`src/rtl/scc_mem_dump_writer_pkg.sv`:
```
// scc_mem_dump_writer_pkg: shared states, widths and record type for the memory dump writer
package scc_mem_dump_writer_pkg;
  localparam int SCC_WORD_W = 32;
  localparam int SCC_MEM_BYTES = 1 << 16;
  localparam int REC_ADDR_W = 32;
  localparam int REC_VALUE_W = 32;
  typedef enum logic [2:0] {
    S_IDLE = 3'd0,
    S_RD   = 3'd1,
    S_WT   = 3'd2,
    S_EMIT = 3'd3,
    S_DONE = 3'd4
  } state_t;
  typedef struct packed {
    logic [REC_ADDR_W-1:0]  addr;
    logic [REC_VALUE_W-1:0] value;
    logic                   last;
  } rec_t;
endpackage

```
`src/rtl/scc_mem_dump_writer_out_reg.sv`:
```
// scc_mem_dump_writer_out_reg: one-entry record register that holds its contents until taken
module scc_mem_dump_writer_out_reg
  import scc_mem_dump_writer_pkg::*;
(
  input  logic clk,
  input  logic rst,
  input  logic ld,
  input  logic rdy,
  input  rec_t d,
  output logic v,
  output rec_t q
);
  // a load wins over a take so a record can be replaced in the cycle it is accepted
  always_ff @(posedge clk)
    if (rst) begin
      v <= 1'b0;
      q <= '0;
    end else if (ld) begin
      v <= 1'b1;
      q <= d;
    end else if (v && rdy) v <= 1'b0;
endmodule

```
`src/rtl/scc_mem_dump_writer.sv`:
```
// scc_mem_dump_writer: on SCC halt, streams data memory as (addr,value) records; SCC_DUMP_SKIP_ZERO_EN drops zero words
module scc_mem_dump_writer
  import scc_mem_dump_writer_pkg::*;
#(
  parameter int                ADDR_W     = 16,
  parameter logic [ADDR_W-1:0] START_ADDR = 16'h0000,
  parameter logic [ADDR_W-1:0] END_ADDR   = 16'hFFFC
) (
  input  logic                   clk,
  input  logic                   rst,
  input  logic                   halt_f,
  output logic                   mem_rd_en,
  output logic [ADDR_W-1:0]      mem_rd_addr,
  input  logic [SCC_WORD_W-1:0]  mem_rd_data,
  output logic                   rec_valid,
  input  logic                   rec_ready,
  output logic [REC_ADDR_W-1:0]  rec_addr,
  output logic [REC_VALUE_W-1:0] rec_value,
  output logic                   rec_last,
  output logic                   busy,
  output logic                   done,
  output logic [ADDR_W-1:0]      rec_count
);
  state_t state, nxt;
  logic [ADDR_W:0] cnt;
  logic halt_q, halt_edge, hs, at_end, cnt_inc, out_ld;
  logic [REC_ADDR_W-1:0] cur_addr;
  rec_t out_in, out_q;
`ifdef SCC_DUMP_SKIP_ZERO_EN
  logic pend_ld, pend_take, pend_v, nz;
  rec_t pend_q;
  assign nz = mem_rd_data != '0;
  scc_mem_dump_writer_out_reg u_pend (
    .clk (clk),
    .rst (rst),
    .ld  (pend_ld),
    .rdy (pend_take),
    .d   ('{addr: cur_addr, value: mem_rd_data, last: 1'b0}),
    .v   (pend_v),
    .q   (pend_q)
  );
`endif
  assign halt_edge = halt_f && !halt_q;
  assign hs = rec_valid && rec_ready;
  assign at_end = cnt == {1'b0, END_ADDR};
  assign cur_addr = REC_ADDR_W'(cnt[ADDR_W-1:0]);
  assign mem_rd_en = state == S_RD;
  assign mem_rd_addr = mem_rd_en ? cnt[ADDR_W-1:0] : '0;
  assign busy = state inside {S_RD, S_WT, S_EMIT};
  assign done = state == S_DONE;
  assign rec_addr = out_q.addr;
  assign rec_value = out_q.value;
  assign rec_last = rec_valid && out_q.last;
  scc_mem_dump_writer_out_reg u_out (
    .clk (clk),
    .rst (rst),
    .ld  (out_ld),
    .rdy (rec_ready),
    .d   (out_in),
    .v   (rec_valid),
    .q   (out_q)
  );
  // state, extra-wide address counter, halt history and accepted-record count
  always_ff @(posedge clk)
    if (rst) begin
      state <= S_IDLE;
      cnt <= {1'b0, START_ADDR};
      halt_q <= halt_f;
      rec_count <= '0;
    end else begin
      state <= nxt;
      halt_q <= halt_f;
      if (cnt_inc) cnt <= cnt + (ADDR_W+1)'(4);
      if (hs) rec_count <= rec_count + ADDR_W'(1);
    end
  // next state, counter advance and record loads; a held zero-skip capture is flushed as last at the end
  always_comb begin
    nxt = state;
    cnt_inc = 1'b0;
    out_ld = 1'b0;
    out_in = '{addr: cur_addr, value: mem_rd_data, last: at_end};
`ifdef SCC_DUMP_SKIP_ZERO_EN
    pend_ld = 1'b0;
    pend_take = 1'b0;
`endif
    case (state)
      S_IDLE: nxt = halt_edge ? S_RD : S_IDLE;
      S_RD: nxt = S_WT;
      S_WT: begin
`ifdef SCC_DUMP_SKIP_ZERO_EN
        if (nz && pend_v) begin
          out_ld = 1'b1;
          out_in = '{addr: pend_q.addr, value: pend_q.value, last: 1'b0};
          pend_ld = 1'b1;
          nxt = S_EMIT;
        end else if (nz && at_end) begin
          out_ld = 1'b1;
          nxt = S_EMIT;
        end else if (nz) begin
          pend_ld = 1'b1;
          cnt_inc = 1'b1;
          nxt = S_RD;
        end else if (at_end && pend_v) begin
          out_ld = 1'b1;
          out_in = '{addr: pend_q.addr, value: pend_q.value, last: 1'b1};
          pend_take = 1'b1;
          nxt = S_EMIT;
        end else if (at_end) nxt = S_DONE;
        else begin
          cnt_inc = 1'b1;
          nxt = S_RD;
        end
`else
        out_ld = 1'b1;
        nxt = S_EMIT;
`endif
      end
      S_EMIT: if (hs) begin
`ifdef SCC_DUMP_SKIP_ZERO_EN
        if (rec_last) nxt = S_DONE;
        else if (at_end) begin
          out_ld = 1'b1;
          out_in = '{addr: pend_q.addr, value: pend_q.value, last: 1'b1};
          pend_take = 1'b1;
        end else begin
          cnt_inc = 1'b1;
          nxt = S_RD;
        end
`else
        nxt = at_end ? S_DONE : S_RD;
        cnt_inc = !at_end;
`endif
      end
      S_DONE: nxt = S_DONE;
      default: nxt = S_IDLE;
    endcase
  end
endmodule

```
`config.mk`:
```
export PLATFORM = sky130hd
export DESIGN_NAME = scc_mem_dump_writer
export DESIGN_NICKNAME = d
export VERILOG_FILES = /design/src/rtl/scc_mem_dump_writer_pkg.sv /design/src/rtl/scc_mem_dump_writer_out_reg.sv /design/src/rtl/scc_mem_dump_writer.sv
export SDC_FILE = /design/constraint.sdc
export NUM_CORES = 1
export LEC_CHECK = 0
export ABC_AREA = 1
export CAP_MARGIN = 20
export CORE_MARGIN = 2
export CORE_UTILIZATION = 51
export CTS_BUF_LIST = sky130_fd_sc_hd__clkbuf_8
export DETAILED_ROUTE_END_ITERATION = 8
export PLACE_DENSITY_LB_ADDON = 0.08
export SYNTH_ARGS = -nofsm -noshare
export SYNTH_HDL_FRONTEND = slang
export SYNTH_SLANG_ARGS = --single-unit
```
`constraint.sdc`:
```
create_clock -name clk -period 3.8 [get_ports clk]
set_input_delay 0.57 -clock clk [delete_from_list [all_inputs] [get_ports clk]]
set_output_delay 0.57 -clock clk [all_outputs]
set_load 0.01 [all_outputs]
```
==> metrics.md, run 1 <==
| Metric | Value |
|---|---|
| Crit. End Element | `output pin` |
| Placer Congestion | `between 0.9 and 1` |
| Vias in the first global route | `3216` |
| Clk_lat worst skew | `around 360 ps` |
| Status | `finished, final reports clean` |
| Yosys top cell by area | `dfxtp_1` |
| Gr ovfl total | `0` |
| Hold Buf Count CTS | `0` |
| Die X | `between 90 and 100 um` |
| Num ports | `around 140` |
| Number of library cell types mapped by synthesis | `31` |
| Crit-path slowest cell | `clkdlybuf4s50_1` |
| Initial Utilization | `between 50% and 60%` |
| Sequential element share of the synthesized area | `41.0%` |
| Clock slew at reported path FFs | `~80 ps` |
| Critical path peak fanout | `15` |
| 1st-pass router iterations | `4` |
| Largest net degree at the start of global routing | `64` |
| Ys Warns | `0` |
| Vias per cell | `approximately 5` |
| Area growth syn-to-layout | `24.1%` |
| PortBufs | `between 100 and 150` |
| Min setup slack post-route | `between 900 and 1000 ps` |
| Antenna Nets Post-Route | `0` |
| Die height | `approximately 93 um` |
| Most Frequent Cell on Critical Path | `inv_1` |
| Period utilization | `around three quarters` |
| Max Fclk | `~350 MHz` |
| DRC Markers | `0` |
| Placed insts | `between 700 and 800` |
| Critical path, cell by cell | `inv_1 -> nor3_1 -> inv_1 -> nor2_1 -> clkdlybuf4s50_1` |
| Total CTS buffers | `9` |
| Max VDD drop | `a little over 0.2 mV` |
| Max_cap viols | `0` |
| Hold slack | `~490 ps` |
| Non-Filler Instances | `between 700 and 800` |
| Final setup fails | `0` |
| Clock Sinks | `83` |
| Slew Limit Fails | `0` |
| Layout Nets | `661` |
| Crit-path max cell delay | `560 ps` |
| Rel. slew slack | `36.5%` |
| GRT Util Overall | `21.7%` |
| Syn Area/Cell | `7.24 um2` |
| Initial DRC count | `between 150 and 200` |
| Ant diodes | `0` |
| Cell count after synthesis | `between 500 and 600` |
| WL/cell | `12.7 um` |
| Post-place setup slack | `~1400 ps` |
| Share of cells above drive strength 1 | `under 10%` |
| Global-route wire length before repair | `approximately 15000 um` |
| Root buffer cell | `clkbuf_8` |
| Cell area after synthesis | `around 4100 um2` |
| Final Skew | `12.8 ps` |
| H-tree levels | `3` |
| Die area | `8680 um2` |
| Number of synthesized register bits | `between 80 and 90` |
| Resized Gates After CTS | `0` |
| Core area | `approximately 7700 um2` |
| Startpoint type of the worst setup path | `flip-flop` |
| Post-DP HPWL | `6730 um` |
| Fin crit period | `roughly 2800 ps` |
| Initial antenna violation count | `0` |
| Power Density | `around 400 nW/um2` |
| RSZ-0062 raised after global routing | `false` |
| Hold Path Class | `reg -> reg` |
| Setup CP Type | `reg -> out` |
| Slew @ Worst Pin | `about 950 ps` |
| Vias | `roughly 3600` |
| Rows | `32` |
| Synth top area cells | `dfxtp_1 (41%), buf_4 (12%), nor2_1 (11%)` |
| Worst endpoint required time | `between 3000 and 4000 ps` |
| CP arrival | `roughly 2300 ps` |
| Setup tns final | `0 ps` |
| Postcts setup bufs | `0` |
| Fin. Hold Viols | `0` |
| Clock tree from TritonCTS | `yes` |
| Max Root-Sink Buffers | `2` |
| Leak | `1.89 nW` |
| Post-synth top area share | `around two fifths` |
| Routed WL | `around 9300 um` |
==> cell type report <==
cell class | count | area, um2
multi-input cells | 365 | 1700
clock buffers | 11 | 151
inverters | 45 | 169
clock inverters | 5 | 45.0
fillers | 717 | 2690
flip-flops and latches | 83 | 1660
repair buffers | 119 | 1180
well taps | 102 | 128
==> synth_stat cells, drive strengths merged <==
library cell	count
ha	2
a21oi	40
nor3b	1
nand3	14
xor2	6
o21a	1
nand2	82
o21ai	60
inv	45
clkbuf	12
nor3	9
conb	1
a31oi	1
and3	1
dfxtp	83
nand4	7
nand3b	1
nor2	119
buf	74
a21o	1
==> final timing paths <==
| check | start | endpoint | slack (ps) | cells past startpoint |
|---|---|---|---|---|
| max reg2reg | state[2]$_SDFFE_PP0P_ | u_out.q[46]$_SDFFE_PP0P_ | 1870 | 6 |
| max | state[0]$_SDFFE_PP0P_ | mem_rd_addr[3] | 980 | 5 |
| min reg2reg | u_out.q[11]$_SDFFE_PP0P_ | u_out.q[11]$_SDFFE_PP0P_ | 490 | 2 |
| min | u_out.q[11]$_SDFFE_PP0P_ | u_out.q[11]$_SDFFE_PP0P_ | 490 | 2 |
==> registers in the layout (all words and copies together), names as in the netlist <==
| register | count |
|---|---|
| rec_count | 16 |
| u_out.v | 1 |
| u_out.q | 47 |
| cnt | 15 |
| halt_q | 1 |
| state | 3 |
==> kinds of logic after synthesis <==
kind of cell | share of synthesized area (%)
other | 0.0924
buffers and inverters | 19.0
AND/OR/NAND/NOR | 24.3
flip-flops | 41.0
adder cells (fa/ha/maj) | 0.617
XOR/XNOR | 1.30
AO/OA/AOI/OAI | 13.8
==> routing by layer <==
| layer | up-vias | track usage [%] | wire length, um |
|---|---|---|---|
| met5 | - | 0 | 0 |
| met4 | 0 | 8.58 | 170 |
| met3 | 13 | 3.87 | 595 |
| met2 | 112 | 33.9 | 4280 |
| met1 | 1627 | 29.8 | 4240 |
| li1 | 1814 | - | - |
==> per-stage QoR <==
stage / instance area, um2 / power, W / utilization [%]
2_1_floorplan: 4130 / 0.00126 / -
5_1_grt: 5030 / 0.00207 / 65.2
3_5_place_dp: 4840 / 0.00137 / 62.6
4_1_cts: 5030 / 0.00198 / 65.2
6_report: 5030 / 0.00196 / 65.2
3_3_place_gp: 4840 / 0.00136 / 62.6
==> cells in the final DEF (no fill, tap or decap), types with 10 or more instances in the layout <==
cell type          n
clkdlybuf4s50_1  116
nor2_1           114
dfxtp_1           83
nand3_1           13
clkbuf_8          11
inv_1             43
nand2_1           76
o21ai_0           60
conb_1            20
a21oi_1           30
a21oi_2           10
==> worst max-delay path: cells and delay by family, from the launching register on <==
kind	cells	cell delay, ps
buffers and inverters	3	950
DFF	1	370
and+or+nand+nor	2	580
==> power by group <==
group / internal (W) / switching [W] / total (W)
Clock: 0.000282 / 0.000336 / 0.000619
Combinational: 0.000189 / 0.000182 / 0.000372
Sequential: 0.000937 / 0.0000342 / 0.000971
(Power assumes the default switching activity.)
==> run 2: changes to the inputs <==
Settings changed: CORE_UTILIZATION 51 to 47.
Clock period 3.8 ns to 2.78 ns, I/O delays scaled along.
==> run 2 against run 1 <==
Utilization is 4.1 points lower. Register-to-register slack got worse by 970 ps. Global-route usage decreased by 1.7 points. Critical path depth unchanged. First-iteration DRC count increased by 5.1%. Worst hold slack worse by 2.5 ps. Sequential share of layout area decreased by 0.20 points. Combinational power increased by 38%. Design area rose by 0.60%. Setup slack worse by 770 ps.
==> metrics.md, run 2 (same netlist as run 1, synthesis figures left out) <==
| Metric | Value |
|---|---|
| Max reg flops | `47` |
| Initial antenna violation count | `0` |
| Crit-path slowest cell | `clkdlybuf4s50_1` |
| Hold path startpoint | `u_out.q[20]$_SDFFE_PP0P_` |
| CP arrival | `between 2000 and 2500 ps` |
| Gr ovfl total | `0` |
| 1st-pass router iterations | `4` |
| Clk_lat worst skew | `approximately 360 ps` |
| Vias | `3543` |
| Vias per cell | `approximately 4.8` |
| Rows | `33` |
| Die X | `slightly below 100 um` |
| Die area | `about 9400 um2` |
| Largest regs | `u_out.q (47), rec_count (16), cnt (15)` |
| Rel. slew slack | `about three fifths` |
| R2r startpoint | `cnt[2]$_SDFFE_PP0P_` |
| Largest net degree at the start of global routing | `44` |
| Hold Buf Count CTS | `0` |
| Status | `finished, final reports clean` |
| Post-DP HPWL | `roughly 6800 um` |
| Root buffer cell | `clkbuf_8` |
| Max_cap viols | `0` |
| Global-route wire length before repair | `~15000 um` |
| Final setup fails | `0` |
| DRC Markers | `0` |
| Hold Path Class | `reg -> reg` |
| Setup tns final | `0 ps` |
| Antenna Nets Post-Route | `0` |
| Clock slew at reported path FFs | `~80 ps` |
| Post-place setup slack | `between 500 and 600 ps` |
| Fin crit period | `approximately 2600 ps` |
| Fin. Hold Viols | `0` |
| Min setup slack post-route | `215 ps` |
| Crit. End Element | `output pin` |
| PortBufs | `116` |
| WP depth | `5` |
| Register with the most flip-flops | `u_out.q` |
| Postcts setup bufs | `0` |
| Ant diodes | `0` |
| Final Skew | `8.81 ps` |
| GRT Util Overall | `approximately 20%` |
| Startpoint type of the worst setup path | `flip-flop` |
| Area growth syn-to-layout | `24.9%` |
| Max Fclk | `around 400 MHz` |
| Routed WL | `between 9000 and 10000 um` |
| Register area | `1660 um2` |
| Cells on worst reg2reg path | `10` |
| Period utilization | `between 90% and 100%` |
| Total CTS buffers | `9` |
| WP buf/inv | `3` |
| WL/cell | `about 13 um` |
| Commonest non-fill, non-tap cells in the layout | `clkdlybuf4s50_1 (116), nor2_1 (114), dfxtp_1 (83)` |
| Leak | `roughly 1.9 nW` |
| Worst endpoint required time | `between 2000 and 2500 ps` |
| Critical path, cell by cell | `inv_1 -> nor3_1 -> inv_1 -> nor2_1 -> clkdlybuf4s50_1` |
| Max Root-Sink Buffers | `2` |
| Crit-path max cell delay | `approximately 560 ps` |
| DP Area | `slightly below 5000 um2` |
| Placer Congestion | `a little over 0.9` |
| Resized Gates After CTS | `0` |
| Core area | `~8300 um2` |
| RSZ-0062 raised after global routing | `false` |
| Power Density | `roughly 540 nW/um2` |
| Num ports | `~140` |
| Reg2Reg Setup Slack | `~900 ps` |
| Hold depth | `2` |
| Critical path peak fanout | `15` |
| Share of cells above drive strength 1 | `roughly 7%` |
| Clock tree from TritonCTS | `yes` |
| Layout Nets | `~660` |
| Initial Utilization | `48.9%` |
| Slew Limit Fails | `0` |
| CP delay by family, top | `buffers and inverters` |
| Vias in the first global route | `between 3000 and 4000` |
| Die height | `a little under 100 um` |
| Most common cell after layout, fill and taps aside | `clkdlybuf4s50_1` |
| Clock Sinks | `slightly above 80` |
| Critical Path Source | `state[0]$_SDFFE_PP0P_` |
| Slew @ Worst Pin | `626 ps` |
| Initial DRC count | `164` |
| H-tree levels | `3` |
| Final Cell Area | `a little over 5000 um2` |
| Max VDD drop | `slightly above 0.2 mV` |
| Most Frequent Cell on Critical Path | `inv_1` |
| Setup CP Type | `reg -> out` |
| Multi-input logic area | `1700 um2` |
| # fillers | `801` |
run 2: cell count changes in the layout (fill, tap and decap cells not counted):
cell / change
clkinv_2: +2
clkbuf_8: -1
bufinv_16: +1
buf_12: +1
inv_8: -1
inv_6: -1
run 2: routing by layer:
metal | track usage, % | wire, um | up-vias
met4 | 7.48 | 144 | 0
met1 | 26.3 | 4520 | 1595
met3 | 5.06 | 574 | 13
li1 | - | - | 1819
met5 | 0 | 0 | -
met2 | 31.5 | 4240 | 116
run 2: worst paths after layout:
| check | to |
|---|---|
| worst max-delay path | mem_rd_addr[2] |
| worst min-delay path | u_out.q[20]$_SDFFE_PP0P_ |
| worst max register to register | cnt[13]$_SDFFE_PP0P_ |
| worst min register to register | u_out.q[20]$_SDFFE_PP0P_ |
run 2: final cells by class:
class / instances / area share (%)
clock buffers: 10 / 2.72
clock inverters: 6 / 1.28
inverters: 45 / 3.33
multi-input cells: 365 / 33.5
flip-flops and latches: 83 / 32.8
well taps: 105 / 2.59
repair buffers: 120 / 23.8
run 2: power by group:
part	switching [W]	internal, W
sequential	0.0000447	0.00128
clock	0.000453	0.000440
combinational	0.000252	0.000261
run 2: tightest hold or removal path, stage by stage, from the launching register on:
cell	delay, ps
dfxtp_1	330
nor2_1	40
nor2_1	80
run 2: metrics by stage:
stage          hold slack (ps)  instances  utilization, %  total power [W]
6_report                   485        734            61.0          0.00273
3_3_place_gp               462        718            58.6          0.00186
4_1_cts                    491        734            61.0          0.00276
2_1_floorplan              445        579               -          0.00172
5_1_grt                    510        734            61.0          0.00287
3_5_place_dp               472        718            58.6          0.00187
